File: config.mk
export PLATFORM = sky130hd
export DESIGN_NAME = synth_control_unit
export DESIGN_NICKNAME = d
export VERILOG_FILES = /design/src/rtl/synth_ctrl_pkg.sv /design/src/rtl/button_conditioner.sv /design/src/rtl/synth_control_unit.sv
export SDC_FILE = /design/constraint.sdc
export NUM_CORES = 1
export LEC_CHECK = 0
export ABC_AREA = 1
export BUFFER_PORTS_ARGS = -buffer_cell sky130_fd_sc_hd__buf_2
export CORE_MARGIN = 3
export CORE_UTILIZATION = 56
export DETAILED_ROUTE_END_ITERATION = 16
export GPL_TIMING_DRIVEN = 0
export PLACE_DENSITY = 0.77
export SETUP_SLACK_MARGIN = 0.4
export SYNTH_ARGS = -nofsm -noshare
export SYNTH_HDL_FRONTEND = slang
export SYNTH_SLANG_ARGS = --single-unit
File: constraint.sdc
create_clock -name CLK -period 1.45 [get_ports CLK]
set_input_delay 0.29 -clock CLK [delete_from_list [all_inputs] [get_ports CLK]]
set_output_delay 0.29 -clock CLK [all_outputs]
set_load 0.005 [all_outputs]
File: src/rtl/synth_ctrl_pkg.sv
// Shared types and default timing constants for the synthesizer front-panel controller.
package synth_ctrl_pkg;

    typedef enum logic [1:0] {
        IDLE   = 2'd0,
        ARM    = 2'd1,
        RECORD = 2'd2,
        DONE   = 2'd3
    } rec_state_t;

    localparam int DEF_NUM_TABLES      = 8;
    localparam int DEF_DEBOUNCE_CYCLES = 1000000;
    localparam int DEF_REC_CLK_DIV     = 100000;
    localparam int DEF_REC_SAMPLES     = 4096;

endpackage

File: src/rtl/button_conditioner.sv
// Raw push-button to one-cycle press pulse: 2-FF synchroniser, stability debounce, rising-edge detect.
// Pulse appears DEBOUNCE_CYCLES stable cycles after the synchronised level changes; releases are silent.
module button_conditioner #(
    parameter int DEBOUNCE_CYCLES = 1000000
) (
    input  logic i_clk,
    input  logic i_rst_n,
    input  logic i_btn,
    output logic o_press
);

    localparam int CW = (DEBOUNCE_CYCLES > 1) ? $clog2(DEBOUNCE_CYCLES) : 1;

    logic          r_sync1;
    logic          r_sync2;
    logic          r_level;
    logic          r_press;
    logic [CW-1:0] r_cnt;

    // r_cnt counts consecutive cycles the synchronised input disagrees with the accepted level
    always_ff @(posedge i_clk or negedge i_rst_n) begin
        if (!i_rst_n) begin
            r_sync1 <= 1'b0;
            r_sync2 <= 1'b0;
            r_level <= 1'b0;
            r_press <= 1'b0;
            r_cnt   <= '0;
        end else begin
            r_sync1 <= i_btn;
            r_sync2 <= r_sync1;
            r_press <= 1'b0;
            if (r_sync2 == r_level) begin
                r_cnt <= '0;
            end else if (r_cnt == CW'(DEBOUNCE_CYCLES - 1)) begin
                r_cnt   <= '0;
                r_level <= r_sync2;
                r_press <= r_sync2;
            end else begin
                r_cnt <= r_cnt + CW'(1);
            end
        end
    end

    assign o_press = r_press;

endmodule

File: src/rtl/synth_control_unit.sv
// Front-panel controller: button conditioning, wavetable select, mic clock divider and record FSM.
// Table steps and FSM react one CLK after a debounced press; REC_WE follows its sample tick by one CLK.
module synth_control_unit
    import synth_ctrl_pkg::*;
#(
    parameter int  NUM_TABLES      = DEF_NUM_TABLES,
    parameter int  DEBOUNCE_CYCLES = DEF_DEBOUNCE_CYCLES,
    parameter int  REC_CLK_DIV     = DEF_REC_CLK_DIV,
    parameter int  REC_SAMPLES     = DEF_REC_SAMPLES,
    localparam int TW              = $clog2(NUM_TABLES),
    localparam int AW              = $clog2(REC_SAMPLES)
) (
    input  logic          CLK,
    input  logic          RESETN,
    input  logic          BTN_UP,
    input  logic          BTN_DOWN,
    input  logic          BTN_REC,
    input  logic          MIC_IN,
    output logic [TW-1:0] TABLE_SEL,
    output logic          REC_CLK,
    output logic          REC_WE,
    output logic [AW-1:0] REC_ADDR,
    output logic          REC_DATA,
    output logic          REC_BUSY,
    output logic          REC_DONE,
    output logic          REC_ABORT,
    output logic [3:0]    LED
);

    localparam int HALF = REC_CLK_DIV / 2;
    localparam int DW   = (HALF > 1) ? $clog2(HALF) : 1;

    logic w_up_press;
    logic w_dn_press;
    logic w_rec_press;

    button_conditioner #(.DEBOUNCE_CYCLES(DEBOUNCE_CYCLES)) u_btn_up (
        .i_clk(CLK), .i_rst_n(RESETN), .i_btn(BTN_UP), .o_press(w_up_press)
    );
    button_conditioner #(.DEBOUNCE_CYCLES(DEBOUNCE_CYCLES)) u_btn_down (
        .i_clk(CLK), .i_rst_n(RESETN), .i_btn(BTN_DOWN), .o_press(w_dn_press)
    );
    button_conditioner #(.DEBOUNCE_CYCLES(DEBOUNCE_CYCLES)) u_btn_rec (
        .i_clk(CLK), .i_rst_n(RESETN), .i_btn(BTN_REC), .o_press(w_rec_press)
    );

    logic [DW-1:0] r_div_cnt;
    logic          r_rec_clk;
    logic          r_tick;

    // r_tick is high during the first CLK of each REC_CLK high phase
    always_ff @(posedge CLK or negedge RESETN) begin
        if (!RESETN) begin
            r_div_cnt <= '0;
            r_rec_clk <= 1'b0;
            r_tick    <= 1'b0;
        end else begin
            r_tick <= 1'b0;
            if (r_div_cnt == DW'(HALF - 1)) begin
                r_div_cnt <= '0;
                r_rec_clk <= ~r_rec_clk;
                r_tick    <= ~r_rec_clk;
            end else begin
                r_div_cnt <= r_div_cnt + DW'(1);
            end
        end
    end

    rec_state_t    r_state;
    rec_state_t    w_state_nxt;
    logic [TW-1:0] r_table;
    logic [TW-1:0] w_table_nxt;
    logic [AW-1:0] r_addr;
    logic [AW-1:0] w_addr_nxt;
    logic          r_we;
    logic          w_we_nxt;
    logic          r_data;
    logic          w_data_nxt;
    logic          r_abort;
    logic          w_abort_nxt;

    always_ff @(posedge CLK or negedge RESETN) begin
        if (!RESETN) begin
            r_state <= IDLE;
            r_table <= '0;
            r_addr  <= '0;
            r_we    <= 1'b0;
            r_data  <= 1'b0;
            r_abort <= 1'b0;
        end else begin
            r_state <= w_state_nxt;
            r_table <= w_table_nxt;
            r_addr  <= w_addr_nxt;
            r_we    <= w_we_nxt;
            r_data  <= w_data_nxt;
            r_abort <= w_abort_nxt;
        end
    end

    always_comb begin
        w_state_nxt = r_state;
        w_table_nxt = r_table;
        w_addr_nxt  = r_addr;
        w_we_nxt    = 1'b0;
        w_data_nxt  = r_data;
        w_abort_nxt = 1'b0;
        unique case (r_state)
            IDLE: begin
                // A record press wins over a simultaneous step so the take lands on the shown table
                if (w_rec_press) begin
                    w_state_nxt = ARM;
                    w_addr_nxt  = '0;
                end else if (w_up_press && !w_dn_press) begin
                    w_table_nxt = (r_table == TW'(NUM_TABLES - 1)) ? '0 : r_table + TW'(1);
                end else if (w_dn_press && !w_up_press) begin
                    w_table_nxt = (r_table == '0) ? TW'(NUM_TABLES - 1) : r_table - TW'(1);
                end
            end
            ARM, RECORD: begin
                if (w_rec_press) begin
                    w_state_nxt = IDLE;
                    w_abort_nxt = 1'b1;
                    w_addr_nxt  = '0;
                end else begin
                    if (r_we) begin
                        if (r_addr == AW'(REC_SAMPLES - 1)) begin
                            w_addr_nxt  = '0;
                            w_state_nxt = DONE;
                        end else begin
                            w_addr_nxt = r_addr + AW'(1);
                        end
                    end
                    if (r_tick) begin
                        w_we_nxt    = 1'b1;
                        w_data_nxt  = MIC_IN;
                        w_state_nxt = RECORD;
                    end
                end
            end
            DONE: begin
                w_state_nxt = IDLE;
            end
        endcase
    end

    logic [2:0] w_led_tbl;

    generate
        if (TW >= 3) begin : g_led_wide
            assign w_led_tbl = r_table[2:0];
        end else begin : g_led_narrow
            assign w_led_tbl = {{(3 - TW){1'b0}}, r_table};
        end
    endgenerate

    assign TABLE_SEL = r_table;
    assign REC_CLK   = r_rec_clk;
    assign REC_WE    = r_we;
    assign REC_ADDR  = r_addr;
    assign REC_DATA  = r_data;
    assign REC_BUSY  = (r_state == ARM) || (r_state == RECORD);
    assign REC_DONE  = (r_state == DONE);
    assign REC_ABORT = r_abort;
    assign LED       = {REC_BUSY, w_led_tbl};

endmodule
==> reports/metrics.yaml <==
outcome:
  status: "finished, violations left"
  violations: "hold timing, setup timing"
finish:
  layout-drive-gt1-share_pct: 46.6
  diodes: 0
  syn_to_final_growth_pct: 48.5
  final_net_count: 952
  utilization_pct: 85.7
clock_network:
  clock_path_buffers: 2
  root_buffer: "clkbuf_8"
  cts_buffers: 9
  cts_tree: "yes"
  numClockSinks: 110
  clkLatencyLatePin_ns: 0.40
  hold_buffers: 3
  htreeDepth: 3
  clkSlewWorstSetupHoldPaths_ns: 0.10
detailed_routing:
  drt_iter0_markers: 653
  drtAntennaViolNets: 0
  avgViaCountPerCell: 5.67
  first_pass_iters: 7
  routedWlPerCell_um: 17.5
  routed_wirelength_mm: 18.8
  route.detailed.drc: 0
  routed-via-count: 6099
timing:
  setup_viol: 31
  skew_ns: 0.0112
  rsz0062_at_grt: "true"
  fin_hold_ws_ns: -0.0741
  layout_min_cycle_time_ns: 1.67
  fin_ws_ns: -0.217
  maxSlewHeadroom_pct: 52.3
  slew_violations: 0
  worstMarginPinSlew_ns: 0.716
  tns_ns: -1.79
  fmax_mhz: 600
  period_share_pct: 115
  hold_viol_final: 53
logic_synthesis:
  synth_fa_ha_area_share_pct: 2.51
  synth_top_family_by_area: "simple AND/OR/NAND/NOR gates"
  synth_mux_area_share_pct: 0.188
  synthXorXnorAreaFrac_pct: 5.54
  synth_simple_gate_area_share_pct: 34.7
  synth_compound_area_share_pct: 3.47
  ys_seq_area_share_pct: 46.0
  syn-num-nets: 795
  synth_cells: 777
  synth_cell_type_count: 33
  syn-cell-area_um2: 5990
  avgSynthCellArea_um2: 7.70
  ys_ff_latch: 110
  yosysWarnings: 0
floorplanning:
  core-area_um2: 10400
  rows: 37
  fp.dieH_um: 109
  die_area_um2: 12000
  ios: 31
  initial_core_util_pct: 57.7
  chipWidth_um: 109
min_path:
  hold_path.class: "input pin to async pin"
grt:
  grt_pass1_wl_mm: 25.4
  grt_max_degree: 58
  grt_pass1_vias: 5546
  overflow: 0
  grt.total_usage_pct: 26.8
  antenna_found_initial: 0
setup_path:
  worstSetupStartpointType: "flop"
  path_class: "flop to flop"
  required_ns: 1.75
  critical_path_arrival_ns: 1.96
  worst_setup_path_end_kind: "flop"
  crit_fanout: 4
placement:
  routabilityCongestion: 0.910
  place_hpwl_mm: 8.66
  portBuffers: 30
  post-place-ws_ns: -0.122
power:
  total_power_uw: 5450
  ir_drop_mv: 0.759
  cellLeakagePower_uw: 0.00399
  power_density_nw_per_um2: 613
flow_run:
  cap_violations: 0
==> worst paths after layout <==
check                                  startpoint             endpoint  slack, ns  depth (start not counted)
worst max-delay path                  REC_ADDR[1]          REC_ADDR[9]      -0.22                          7
worst min-delay path                       RESETN          REC_ADDR[3]      -0.07                          1
worst max register to register        REC_ADDR[1]          REC_ADDR[9]      -0.22                          7
worst min register to register  u_btn_rec.r_sync1    u_btn_rec.r_sync2       0.36                          0
max in group asynchronous                  RESETN  u_btn_down.r_cnt[2]       0.77                          2
min in group CLK                           MIC_IN             REC_DATA       0.12                          2
==> placed cells by master, fill, tap and decap left out, drive strengths merged, types with 12 or more instances in the layout <==
cell type	count
o21ai	18
xor2	27
ha	12
buf	148
nand4	18
nor3	29
dfrtp	110
nand2	177
inv	111
nand3	55
nor2	179
a21oi	14
==> cells by family after synthesis <==
group,Yosys count
and+or+nand+nor,463
xor gates and xnor gates,37
AOI/OAI and AO/OA,38
muxes,1
adders and majority gates,12
buffers and inverters,116
DFF,110
==> power by group <==
group	switching [uW]	internal [uW]	total [uW]	leakage (uW)
Sequential	32.5	3090	3130	0.00146
Clock	1100	854	1950	0.0000987
Combinational	211	162	373	0.00243
Total	1340	4110	5450	0.00399
==> per-stage QoR <==
stage / cell area, um^2 / std cells / hold slack (ns)
after floorplan: 6240 / 777 / -0.00559
after global placement: 6560 / 943 / 0.337
after detailed placement: 6590 / 944 / 0.336
after CTS: 8100 / 1038 / -0.0563
after global routing: 8890 / 1075 / -0.0277
final: 8890 / 1075 / -0.0741
==> cell type report <==
type / count / area, um^2
flip-flops and latches: 110 / 2780
multi-input cells: 551 / 3960
clock inverters: 6 / 71.3
fillers: 498 / 1480
clock buffers: 10 / 138
repair buffers: 146 / 1260
well taps: 136 / 170
inverters: 111 / 454
plain buffers: 5 / 56.3
==> repair_timing <==
item	CTS	global route
pin swaps	76	69
endpoints found under the setup margin	126	128
endpoints found under the hold margin	56	39
cloned	1	0
resized for setup	179	144
setup buffers	74	37
==> synth_stat cells (all sizes together) <==
master / number / share of area [%]
nand4: 18 / 1.9
dfrtp: 110 / 46
nand2: 177 / 12
o22ai: 1 / 0.10
nor3b: 1 / 0.13
and2: 1 / 0.10
buf: 5 / 0.69
ha: 12 / 2.5
o211ai: 2 / 0.25
xnor2: 10 / 1.5
o21ai: 18 / 1.5
o21bai: 3 / 0.44
mux2: 1 / 0.19
xor2: 27 / 4.1
nor2: 179 / 12
nand3b: 3 / 0.44
nand3: 55 / 5.0
a21oi: 14 / 1.2
nor3: 29 / 3.1
inv: 111 / 7.0
==> worst max-delay path: stages, from the launching register on <==
cell	delay, ns
dfrtp_1	0.42
nand2_1	0.08
nor2_1	0.31
nand2_1	0.17
nor2_1	0.21
nand4_1	0.17
nand2_1	0.14
nor2_1	0.06
==> metal layers <==
metal,GRT usage [%],wire length (um),up-vias
li1,-,-,2742
met1,32.6,7030,2962
met2,46.6,9810,301
met3,5.81,1090,94
met4,10.2,851,0
met5,0,0,-
==> sequential cells by signal, indices dropped and copies added, names as in the netlist, 2 cells and up <==
signal            flops
r_div_cnt            16
u_btn_down.r_cnt     20
TABLE_SEL             3
u_btn_rec.r_cnt      20
r_state               2
u_btn_up.r_cnt       20
REC_ADDR             12
No activity file was read; power rests on OpenSTA's default activity.
